<file path="src/rtl/done_sequencer.sv">
// Reset-to-done handshake initiator/checker: holds a downstream producer in reset, releases it,
// times its done response and reports pass/fail with the measured latency. Optional pass/fail counters under DONE_SEQ_STATS_EN.
module done_sequencer #(
    parameter int RST_CYCLES = 2,
    parameter int MIN_LAT    = 1,
    parameter int TIMEOUT    = 16,
    parameter int CNT_W      = 8
) (
    input  logic             clk,
    input  logic             rst_n,
    input  logic             go,
    input  logic             dut_done,
    output logic             dut_rst,
    output logic             busy,
    output logic             pass,
    output logic             fail,
    output logic [CNT_W-1:0] latency
`ifdef DONE_SEQ_STATS_EN
    ,
    output logic [15:0]      pass_cnt,
    output logic [15:0]      fail_cnt
`endif
);

    localparam int MAX_CNT = (1 << CNT_W) - 1;
    localparam logic [CNT_W-1:0] RST_LAST = CNT_W'(RST_CYCLES - 1);
    localparam logic [CNT_W-1:0] TO_LAST  = CNT_W'(TIMEOUT - 1);
    localparam logic [CNT_W-1:0] TO_VAL   = CNT_W'(TIMEOUT);
    localparam logic [CNT_W-1:0] MIN_VAL  = CNT_W'(MIN_LAT);

    generate
        if (MAX_CNT < TIMEOUT || MAX_CNT < RST_CYCLES || RST_CYCLES < 1 ||
            TIMEOUT < 1 || MIN_LAT < 0 || TIMEOUT < MIN_LAT) begin : g_param_check
            $error("done_sequencer: illegal parameter combination");
        end
    endgenerate

    typedef enum logic [1:0] {IDLE, RESET, WAIT, REPORT} state_e;

    state_e           state_q, state_d;
    logic [CNT_W-1:0] cnt_q, cnt_d;
    logic [CNT_W-1:0] lat_q, lat_d;
    logic             rst_q, rst_d;
    logic             busy_q, busy_d;
    logic             pass_q, pass_d;
    logic             fail_q, fail_d;

    always_comb begin
        state_d = state_q;
        cnt_d   = cnt_q;
        lat_d   = lat_q;
        rst_d   = rst_q;
        busy_d  = busy_q;
        pass_d  = 1'b0;
        fail_d  = 1'b0;
        case (state_q)
            IDLE: begin
                rst_d  = 1'b1;
                busy_d = 1'b0;
                if (go) begin
                    state_d = RESET;
                    cnt_d   = '0;
                    busy_d  = 1'b1;
                end
            end
            RESET: begin
                if (cnt_q == RST_LAST) begin
                    state_d = WAIT;
                    cnt_d   = '0;
                    rst_d   = 1'b0;
                end else begin
                    cnt_d = cnt_q + 1'b1;
                end
            end
            WAIT: begin
                // Every exit re-asserts the producer reset and drops busy together with the pulse.
                if (dut_done) begin
                    state_d = REPORT;
                    rst_d   = 1'b1;
                    busy_d  = 1'b0;
                    lat_d   = cnt_q;
                    if (cnt_q >= MIN_VAL) begin
                        pass_d = 1'b1;
                    end else begin
                        fail_d = 1'b1;
                    end
                end else if (cnt_q == TO_LAST) begin
                    state_d = REPORT;
                    rst_d   = 1'b1;
                    busy_d  = 1'b0;
                    lat_d   = TO_VAL;
                    fail_d  = 1'b1;
                end else begin
                    cnt_d = cnt_q + 1'b1;
                end
            end
            REPORT: begin
                state_d = IDLE;
            end
            default: begin
                state_d = IDLE;
            end
        endcase
    end

    always_ff @(posedge clk or negedge rst_n) begin
        if (!rst_n) begin
            state_q <= IDLE;
            cnt_q   <= '0;
            lat_q   <= '0;
            rst_q   <= 1'b1;
            busy_q  <= 1'b0;
            pass_q  <= 1'b0;
            fail_q  <= 1'b0;
        end else begin
            state_q <= state_d;
            cnt_q   <= cnt_d;
            lat_q   <= lat_d;
            rst_q   <= rst_d;
            busy_q  <= busy_d;
            pass_q  <= pass_d;
            fail_q  <= fail_d;
        end
    end

    assign dut_rst = rst_q;
    assign busy    = busy_q;
    assign pass    = pass_q;
    assign fail    = fail_q;
    assign latency = lat_q;

`ifdef DONE_SEQ_STATS_EN
    logic [15:0] pass_cnt_q, fail_cnt_q;

    // Counters step on the same edge that launches their pulse and stick at all-ones.
    always_ff @(posedge clk or negedge rst_n) begin
        if (!rst_n) begin
            pass_cnt_q <= '0;
            fail_cnt_q <= '0;
        end else begin
            if (pass_d && pass_cnt_q != 16'hFFFF) begin
                pass_cnt_q <= pass_cnt_q + 16'd1;
            end
            if (fail_d && fail_cnt_q != 16'hFFFF) begin
                fail_cnt_q <= fail_cnt_q + 16'd1;
            end
        end
    end

    assign pass_cnt = pass_cnt_q;
    assign fail_cnt = fail_cnt_q;
`endif

endmodule

</file>
<file path="config.mk">
export PLATFORM = sky130hd
export DESIGN_NAME = done_sequencer
export DESIGN_NICKNAME = d
export VERILOG_FILES = /design/src/rtl/done_sequencer.sv
export SDC_FILE = /design/constraint.sdc
export NUM_CORES = 1
export LEC_CHECK = 0
export CORE_MARGIN = 2
export CORE_UTILIZATION = 40
export CTS_CLUSTER_DIAMETER = 150
export DETAILED_ROUTE_END_ITERATION = 8
export PLACE_DENSITY = 0.6
export SYNTH_ARGS = -nofsm -noshare
export SYNTH_HDL_FRONTEND = slang
export SYNTH_SLANG_ARGS = --single-unit
</file>
<file path="constraint.sdc">
create_clock -name clk -period 4.55 [get_ports clk]
set_input_delay 0.6825 -clock clk [delete_from_list [all_inputs] [get_ports clk]]
set_output_delay 0.6825 -clock clk [all_outputs]
set_load 0.01 [all_outputs]
</file>
---- After elaboration in Yosys (flattened, before gate mapping) ----
Cells that the tools add are included.
operators by class
  add/sub/neg operators ................... 1
  $lt $le $gt $ge ......................... 1
  equal/unequal tests ..................... 10
  muxes and demuxes ....................... 27
  reductions and logical operators ........ 9
operators with widths
  cell                   number
  $mux W8                6
  $pmux W8 S3            1
  $mux W1                13
  $add A8 B1 Y8 const B  1
  $eq A8 B1 Y1 const B   1
  $eq A8 B4 Y1 const B   1
  $ge A8 B1 Y1 const B   1
  $mux W2                4
  $ne A2 B2 Y1 const B   4
  $pmux W2 S4            1
  $reduce_and A3 Y1      2
  $eq A2 B2 Y1 const B   2
  $reduce_and A2 Y1      2
  $reduce_and A4 Y1      1
  $reduce_bool A2 Y1     2
  $ne A3 B3 Y1 const B   1
  $pmux W1 S3            1
  $reduce_bool A3 Y1     1
  $eq A2 B1 Y1 const B   1
  $logic_not A2 Y1       1
  $pmux W1 S2            1
storage, ports and cells
  register bits after elaboration ......... 22
  logic and storage cells ................. 55

---- Depth between registers and ports, before layout ----
Gate-level depths: netlist of run 1.
  word-level depth ........................ 4
  gate-level depth with buffers ........... 8
  gate-level depth less buffers ........... 6

---- Worst setup path before layout of run 1 ----
Ideal clock, no wire load.
  path kind ............................... flip-flop to flip-flop
  start ................................... register state_q[0]
  end ..................................... register cnt_q[5]
  setup time .............................. 0.126 ns
  arrival time ............................ 1.826 ns
  slack ................................... 2.598 ns
  stages on the path, launching flop included .. 8
  buffers on the path ..................... 1
  cells stage by stage .................... dfrtp_1 > inv_1 > ha_1 > and2_1 > clkbuf_1 > nor3_1 > nand2_1 > a221o_1
between the ends
  word-level cells in the longest chain between the ends .. 3
RTL lines
  element                                                              line  RTL
  from (decl)                                                          40    state_e state_q, state_d;
  from (signal assigned)                                               116   state_q <= state_d;
  $eq A2 B2 Y1, or another cell as far along                           56    case (state_q)
  $ne A2 B2 Y1 (no source line) or $reduce_bool A3 Y1 (tied branches)  --
  $reduce_and A4 Y1 (no source line)                                   --
  to (signal assigned)                                                 117   cnt_q <= cnt_d;
  to (decl)                                                            41    logic [CNT_W-1:0] cnt_q, cnt_d;
Parallel ways exist; a longest one is shown, timed or not.
A chain may end at the register's enable or synchronous reset.

---- Worst setup path after layout of run 1 ----
  start ................................... input port dut_done
  end ..................................... register cnt_q[6]
between the ends
  word-level cells in the longest chain between the ends .. 2
RTL lines
  element                             line  RTL
  from (decl)                         12    input logic dut_done,
  $ne A2 B2 Y1 (no source line)       --
  $reduce_and A4 Y1 (no source line)  --
Every way passes these cells.

==> results.py, run 1 <==
metrics = {
    "sta": {
        "min_period_over_period_pct": 49.5,
        "rsz0062_at_grt": "no",
        "worst_clock_skew_ps": 8.47,
        "slew_headroom_pct": 35.0,
        "setup_viol": 0,
        "worst-slew-pin-transition_ps": 972,
        "maxSlewViolCount": 0,
        "hold_violations": 0,
        "min_period_ps": 2250,
        "fin_setup_tns_ps": 0,
        "achievable-frequency_mhz": 444,
    },
    "setup_path": {
        "crit_path_cells": "clkdlybuf4s50_1 > and2_1 > nor3_1 > nand2_1 > a221o_1",
        "criticalPathCategory": "in2reg",
        "critical-path-max-stage-delay_ps": 470,
        "path_buf_inv": 1,
        "r2r_cells": 6,
        "critPathTopFamily": "simple AND/OR/NAND/NOR gates",
        "critPathArrivalTime_ps": 2480,
        "slowest_stage": "clkdlybuf4s50_1",
        "critical_path.endpoint_type": "register",
        "rrSetupSlack_ps": 2400,
        "cp-start-kind": "input pin",
        "critical_path.reg2reg.endpoint": "cnt_q[6]",
        "critical_path.reg2reg.startpoint": "state_q[0]",
        "timing.critical_path.from": "dut_done",
        "worst_ep_required_time_ps": 4770,
        "critPathMaxFanout": 10,
    },
    "clock_tree": {
        "cts.sink_count": 22,
        "cts-buffers-inserted": 3,
        "tritoncts": "built",
        "htreeDepth": 1,
        "cts_hold_buffers": 0,
        "post-cts-setup-buffer-count": 0,
        "clk_pin_slew_ps": 130,
        "cts_root_buf": "clkbuf_4",
        "max-clock-path-buffers": 2,
        "clock_latency_ps": 320,
        "post_cts_resized": 0,
    },
    "global_routing": {
        "grt_start_max_net_pins": 23,
        "global_route.usage.total_pct": 15.6,
        "grt_pass1_wl_um": 4040,
        "grt_pass1_vias": 893,
        "gr-total-overflow": 0,
        "antenna_found_initial": 0,
    },
    "synthesis": {
        "synth_largest_type_area_fraction_pct": 45.9,
        "synth_largest_area_cell": "dfrtp_1",
        "netlist_top_cells_area": "dfrtp_1 (46%), ha_1 (8.7%), a22o_1 (7.7%), and3_1 (3.8%), a221o_1 (3.5%)",
        "synth_fa_ha_area_share_pct": 8.74,
        "synth-seq-area-share_pct": 48.2,
        "netlist_area_um2": 1140,
        "synth_simple_gate_area_share_pct": 15.3,
        "postSynth.asyncResetShare_pct": 100,
        "post_synth_inst_count": 101,
        "compound_gate_portion_of_the_synthesized_area_pct": 21.3,
        "yosysWarningCount": 0,
        "area_share_of_xor_xnor_cells_in_the_synthesized_design_pct": 0,
        "synth_top_family_by_area": "compound AO/OA/AOI/OAI gates",
        "flip_flop_and_latch_count_after_synthesis": 22,
        "post_synth_mux_area_share_pct": 2.84,
        "syn_avg_cell_area_um2": 11.3,
        "synthDistinctLibCells": 32,
        "synth_ff_type": "dfrtp_1",
        "synth_edf_count": 0,
        "syn_nets": 113,
    },
    "worst_hold_path": {
        "hp-start": "dut_rst",
        "hp_class": "reg2reg",
        "min_path_cells": 2,
        "endpoint_of_the_worst_hold_path": "dut_rst",
    },
    "final_layout": {
        "syn2layout_area_growth_pct": 19.8,
        "final_cell_mix": "dfrtp_1 (21), clkdlybuf4s50_1 (15), a22o_1 (10), ha_1 (8)",
        "final_common_cell": "dfrtp_1",
        "drive_above_1_share_pct": 6.78,
        "fin_area_um2": 1370,
        "utilization_after_layout_pct": 50.2,
        "antenna_cells_inserted": 0,
        "design.final.nets": 131,
    },
    "power_and_ir_drop": {
        "ir_drop_mv": 0.307,
        "static-leakage-power_nw": 0.659,
        "power_uw": 736,
        "power.density_cell_area_nw_per_um2": 537,
    },
    "placed_design": {
        "gp_congestion": 0.744,
        "port-buffer-count": 15,
        "dpl-instance-area_um2": 1320,
        "dp_hpwl_um": 1640,
    },
    "die": {
        "floorplan.rows": 19,
        "pin_count": 16,
        "core_region_area_um2": 2730,
        "initial_utilization_pct": 41.9,
        "die_h_um": 57.5,
        "die_w_um": 57.5,
        "floorplan.die_area_um2": 3310,
    },
    "detailed_routing": {
        "detail_route.first_pass.iterations": 4,
        "drc": 0,
        "route.detailed.wl_per_inst_um": 15.0,
        "detailed_route_vias_per_instance": 5.74,
        "route.antenna.remaining_nets": 0,
        "detail_route.wirelength_um": 2240,
        "drtIter0Drc": 27,
        "routed-via-count": 855,
    },
    "run_status": {
        "status": "finished, final reports clean",
    },
    "job": {
        "maxCapViolCount": 0,
    },
}
sequential cells by signal, summed over array words and instances, names as in the netlist:
name     flops
busy         1
cnt_q        8
dut_rst      1
fail         1
latency      8
pass         1
state_q      2
cell families after synthesis:
logic type / count (synthesis)
DFF: 22
AOI/OAI and AO/OA: 29
buffers and inverters: 9
muxes: 3
adders and majority gates: 8
and+or+nand+nor: 30
tightest hold or removal path, delay by kind of cell, from the launching register on:
kind,cells,cell delay (ps)
compound gates,2,120
flops,1,390
worst max path at each step:
stage,to,cells after the start
4_1_cts,cnt_q[6],5
5_1_grt,cnt_q[6],5
3_5_place_dp,cnt_q[6],5
3_3_place_gp,cnt_q[6],5
6_report,cnt_q[6],5
2_1_floorplan,cnt_q[5],7
per-layer routing:
layer | GRT usage (%) | part of all wire, %
met5 | 0 | 0
met1 | 20.6 | 51
met3 | 2.72 | 3.6
met2 | 25.8 | 44
met4 | 4.98 | 1.6
metrics by stage:
stage | setup slack (ps) | hold slack [ps] | cells
4_1_cts | 2320 | 502 | 149
3_3_place_gp | 2040 | 473 | 145
6_report | 2300 | 501 | 149
2_1_floorplan | 2600 | 387 | 101
5_1_grt | 2130 | 514 | 149
3_5_place_dp | 1960 | 486 | 145
synth_stat cells (3+ instances only):
cell	number
dfrtp_1	21
a22o_1	10
ha_1	8
and3_1	7
inv_1	7
nand2_1	5
nor2_1	5
a221o_1	4
and2_1	4
nand3_1	3
cell type report:
type                       count  area [um2]
fill                         259        1360
sequential                    22         552
multi-input combinational     70         552
timing repair buffer          15         150
tap                           31        38.8
clock inverter                 1        30.0
inverter                       7        26.3
clock buffer                   3        22.5
power breakdown:
group	total [mW]	switching [mW]	internal, mW
combinational	0.317	0.176	0.141
sequential	0.265	0.0295	0.236
clock	0.154	0.0645	0.0892
total	0.736	0.270	0.466
(Power assumes the default switching activity.)
==> run 2: changes to the inputs <==
--- a/config.mk
+++ b/config.mk
@@ -9,7 +9,7 @@
 export CORE_UTILIZATION = 40
 export CTS_CLUSTER_DIAMETER = 150
 export DETAILED_ROUTE_END_ITERATION = 8
-export PLACE_DENSITY = 0.6
+export PLACE_DENSITY = 0.63
 export SYNTH_ARGS = -nofsm -noshare
 export SYNTH_HDL_FRONTEND = slang
 export SYNTH_SLANG_ARGS = --single-unit
==> constraint.sdc (replaced) <==
create_clock -name clk -period 2 [get_ports clk]
set_input_delay 0.3 -clock clk [delete_from_list [all_inputs] [get_ports clk]]
set_output_delay 0.3 -clock clk [all_outputs]
set_load 0.01 [all_outputs]
==> results.py, run 2 (synthesis results as in run 1) <==
metrics = {
    "setup_path": {
        "timing.critical_path.from": "cnt_q[4]",
        "critical_path.reg2reg.startpoint": "cnt_q[4]",
        "critical-path-max-stage-delay_ps": 460,
        "criticalPathCategory": "reg2reg",
        "worst_ep_required_time_ps": 2210,
        "critical_path.endpoint_type": "register",
        "rrSetupSlack_ps": 90,
        "critPathMaxFanout": 7,
        "r2r_cells": 4,
        "endpoint": "state_q[1]",
        "critical_path.reg2reg.endpoint": "state_q[1]",
        "critPathArrivalTime_ps": 2120,
        "crit_path_cells": "nor4_4 > nand3_1 > a211o_1 > mux2_1",
        "slowest_stage": "dfrtp_1",
        "cp-start-kind": "register",
    },
    "final_layout": {
        "antenna_cells_inserted": 0,
        "fin_area_um2": 1450,
        "syn2layout_area_growth_pct": 26.2,
        "utilization_after_layout_pct": 52.9,
        "final_common_cell": "dfrtp_1",
        "design.final.nets": 140,
        "drive_above_1_share_pct": 15.0,
        "final_cell_mix": "dfrtp_1 (21), clkdlybuf4s50_1 (15), a22o_1 (10), buf_4 (9), ha_1 (8)",
        "fill_cells": 247,
    },
    "placed_design": {
        "dpl-instance-area_um2": 1390,
        "gp_congestion": 0.798,
        "dp_hpwl_um": 1770,
        "port-buffer-count": 15,
        "place_worst_setup_slack_ps": 53.9,
    },
    "sta": {
        "fin_setup_tns_ps": 0,
        "min_period_over_period_pct": 95.3,
        "worst_clock_skew_ps": 8.31,
        "post-route-worst-setup-slack_ps": 93.5,
        "hold_violations": 0,
        "setup_viol": 0,
        "achievable-frequency_mhz": 525,
        "slew_headroom_pct": 70.6,
        "min_period_ps": 1910,
        "maxSlewViolCount": 0,
        "worst-slew-pin-transition_ps": 438,
        "rsz0062_at_grt": "no",
    },
    "clock_tree": {
        "tritoncts": "built",
        "cts_root_buf": "clkbuf_4",
        "cts.sink_count": 22,
        "htreeDepth": 1,
        "cts_hold_buffers": 0,
        "cts-buffers-inserted": 3,
        "clk_pin_slew_ps": 130,
        "max-clock-path-buffers": 2,
        "post-cts-setup-buffer-count": 0,
        "clock_latency_ps": 320,
    },
    "die": {
        "core_region_area_um2": 2730,
        "pin_count": 16,
        "floorplan.rows": 19,
        "die_w_um": 57.5,
        "die_h_um": 57.5,
        "initial_utilization_pct": 41.9,
        "floorplan.die_area_um2": 3310,
    },
    "global_routing": {
        "met3_usage_pct": 2.95,
        "gr-total-overflow": 0,
        "grt_pass1_wl_um": 3930,
        "grt_start_max_net_pins": 17,
        "gr-usage-met2_pct": 23.2,
        "global_route.usage.met1_pct": 21.6,
        "grt_pass1_vias": 858,
        "gr-max-usage-layer": "met2",
        "global_route.usage.total_pct": 15.6,
        "antenna_found_initial": 0,
    },
    "detailed_routing": {
        "detailed_route_vias_per_instance": 5.56,
        "detail_route.first_pass.iterations": 4,
        "route.detailed.wl_per_inst_um": 14.6,
        "drc": 0,
        "routed-via-count": 878,
        "route.antenna.remaining_nets": 0,
        "drtIter0Drc": 19,
        "detail_route.wirelength_um": 2310,
    },
    "worst_hold_path": {
        "hp_class": "in2async",
    },
    "job": {
        "maxCapViolCount": 0,
    },
    "run_status": {
        "status": "finished, final reports clean",
    },
    "power_and_ir_drop": {
        "ir_drop_mv": 0.736,
        "static-leakage-power_nw": 0.706,
        "power.density_cell_area_nw_per_um2": 1190,
    },
}
-- run 2: cell types whose count changed in the layout (fill, tap and decap cells not counted), sizes merged --
cell / before / now
buf: 0 / 9
-- run 2: report_power, final --
| group | internal [mW] | switching, mW | leakage, nW | total (mW) |
|---|---|---|---|---|
| registers | 0.536 | 0.0587 | 0.294 | 0.595 |
| logic | 0.372 | 0.411 | 0.385 | 0.783 |
| clock network | 0.203 | 0.145 | 0.0279 | 0.348 |
| total | 1.11 | 0.615 | 0.706 | 1.73 |
-- run 2: metal layers --
metal | vias up | routed length, um
li1 | 434 | -
met1 | 427 | 1150
met2 | 12 | 1030
met3 | 5 | 76
met4 | 0 | 48
met5 | - | 0
-- run 2: worst min-delay path by stage --
stage | from | endpoint
3_3_place_gp | dut_rst | dut_rst
4_1_cts | rst_n | cnt_q[5]
6_report | rst_n | cnt_q[5]
3_5_place_dp | dut_rst | dut_rst
2_1_floorplan | rst_n | busy
5_1_grt | rst_n | cnt_q[5]
-- run 2: worst max-delay path: cells and delay by family (launching register included) --
kind               cells  cell delay, ps
and+or+nand+nor        2             670
DFF                    1             460
AOI/OAI and AO/OA      1             350
muxes                  1             310
-- run 2: cell type report --
class	instances	area, um2	area share, %
Clock buffer	3	22.5	1.56
Clock inverter	1	30.0	2.08
Inverter	7	26.3	1.82
Multi-Input combinational cell	70	558	38.6
Sequential cell	22	552	38.2
Tap cell	31	38.8	2.68
Timing Repair Buffer	24	218	15.1
-- run 2: repair_timing --
| action | in CTS | in global routing |
|---|---|---|
| gates resized for setup | 0 | 3 |
| endpoints found under the hold margin | 0 | 0 |
| endpoints found under the setup margin | 0 | 8 |
-- run 2: stage by stage --
stage	hold WS, ps	std cells	total power [mW]
global route	251	158	1.85
finish	239	158	1.73
global placement	470	154	1.35
floorplan	4.41	101	1.11
CTS	245	158	1.72
detailed placement	484	154	1.38
==> run 3: changes to the inputs <==
--- a/config.mk
+++ b/config.mk
@@ -9,6 +9,7 @@
 export CORE_UTILIZATION = 40
 export CTS_CLUSTER_DIAMETER = 150
 export DETAILED_ROUTE_END_ITERATION = 8
+export MAX_ROUTING_LAYER = met4
 export PLACE_DENSITY = 0.63
 export SYNTH_ARGS = -nofsm -noshare
 export SYNTH_HDL_FRONTEND = slang
==> results.py, run 3 (synthesis results as in run 1) <==
metrics = {
    "run_status": {
        "status": "finished, final reports clean",
    },
    "detailed_routing": {
        "route.detailed.wl_per_inst_um": 14.7,
        "drtIter0Drc": 14,
        "drc": 0,
        "routed-via-count": 888,
        "detail_route.wirelength_um": 2320,
        "route.antenna.remaining_nets": 0,
        "detail_route.first_pass.iterations": 4,
        "detailed_route_vias_per_instance": 5.62,
    },
    "global_routing": {
        "antenna_found_initial": 0,
        "grt_pass1_vias": 864,
        "grt_pass1_wl_um": 3910,
        "global_route.usage.total_pct": 16.1,
        "grt_start_max_net_pins": 17,
        "gr-total-overflow": 0,
    },
    "sta": {
        "slew_headroom_pct": 70.9,
        "fin_worst_hold_slack_ps": 242,
        "fin_setup_tns_ps": 0,
        "worst-slew-pin-transition_ps": 433,
        "hold_violations": 0,
        "achievable-frequency_mhz": 527,
        "min_period_ps": 1900,
        "min_period_over_period_pct": 94.8,
        "setup_viol": 0,
        "maxSlewViolCount": 0,
        "post-route-worst-setup-slack_ps": 104,
        "worst_clock_skew_ps": 6.91,
    },
    "clock_tree": {
        "cts-buffers-inserted": 3,
        "cts_hold_buffers": 0,
        "tritoncts": "built",
        "clock_latency_ps": 320,
        "cts.sink_count": 22,
        "max-clock-path-buffers": 2,
        "cts_root_buf": "clkbuf_4",
        "htreeDepth": 1,
        "clk_pin_slew_ps": 130,
    },
    "placed_design": {
        "place_worst_setup_slack_ps": 53.9,
        "placed_cells": 154,
        "port-buffer-count": 15,
        "gp_congestion": 0.810,
        "dp_hpwl_um": 1770,
    },
    "setup_path": {
        "critPathArrivalTime_ps": 2120,
        "criticalPathCategory": "reg2reg",
        "cp-start-kind": "register",
        "worst_ep_required_time_ps": 2220,
        "critical_path.endpoint_type": "register",
        "critPathMaxFanout": 8,
    },
    "die": {
        "core_region_area_um2": 2730,
        "floorplan.rows": 19,
        "floorplan.die_area_um2": 3310,
        "initial_utilization_pct": 41.9,
        "pin_count": 16,
        "die_h_um": 57.5,
        "die_w_um": 57.5,
    },
    "final_layout": {
        "final_cells": 158,
        "drive_above_1_share_pct": 15.0,
        "design.final.nets": 140,
        "syn2layout_area_growth_pct": 26.2,
        "final_cell_mix": "dfrtp_1 (21), clkdlybuf4s50_1 (15), a22o_1 (10), buf_4 (9), ha_1 (8)",
        "final_common_cell": "dfrtp_1",
        "antenna_cells_inserted": 0,
    },
    "power_and_ir_drop": {
        "power_mw": 1.72,
        "static-leakage-power_nw": 0.706,
        "power.density_cell_area_nw_per_um2": 1190,
        "ir_drop_mv": 0.736,
    },
    "job": {
        "maxCapViolCount": 0,
    },
    "worst_hold_path": {
        "hp_class": "in2async",
    },
}
==> run 3: cell counts in the layout (fill, tap and decap cells not counted) <==
No cell type changed its count.
==> run 3: per-layer routing <==
metal	vias to the layer above	share of wire [%]	track usage, %	wire, um
met5	-	0	-	0
li1	431	-	-	-
met2	19	45	23.4	1050
met4	0	2.1	8.31	48
met3	5	3.8	2.95	88
met1	433	49	21.3	1130
==> run 3: timing repair <==
action                                  CTS  global route
endpoints found under the setup margin    0             8
setup buffers                             0             0
endpoints found under the hold margin     0             0
gates resized for setup                   0             3
==> run 3: worst paths after layout <==
path,slack [ps],startpoint,depth (start not counted),endpoint
worst max-delay path,100,cnt_q[4],4,cnt_q[5]
worst max register to register,100,cnt_q[4],4,cnt_q[5]
min in group clk,500,dut_rst,2,dut_rst
worst min register to register,500,dut_rst,2,dut_rst
worst min-delay path,240,rst_n,1,cnt_q[5]
max in group asynchronous,1220,rst_n,2,fail
==> run 3: area by class of cell <==
cell class | count | area [um2]
Tap cell | 31 | 38.8
Multi-Input combinational cell | 70 | 558
Fill cell | 247 | 1290
Sequential cell | 22 | 552
Timing Repair Buffer | 24 | 218
Clock buffer | 3 | 22.5
Inverter | 7 | 26.3
Clock inverter | 1 | 30.0
==> run 3: through the flow <==
step | utilization, % | instance area [um2]
6_report | 52.9 | 1450
5_1_grt | 52.9 | 1450
4_1_cts | 52.6 | 1440
3_5_place_dp | 50.7 | 1390
3_3_place_gp | 50.7 | 1390
2_1_floorplan | - | 1140
==> run 3: critical path, cell delays in order (launching register included) <==
cell	delay, ps
dfrtp_1	460
nor4_4	460
a41oi_2	240
and3_2	340
a221o_1	300
==> run 3: power by group <==
part	internal [mW]	total (mW)	switching, mW
clock network	0.203	0.346	0.143
logic	0.371	0.783	0.412
registers	0.536	0.595	0.0592
total	1.11	1.72	0.614
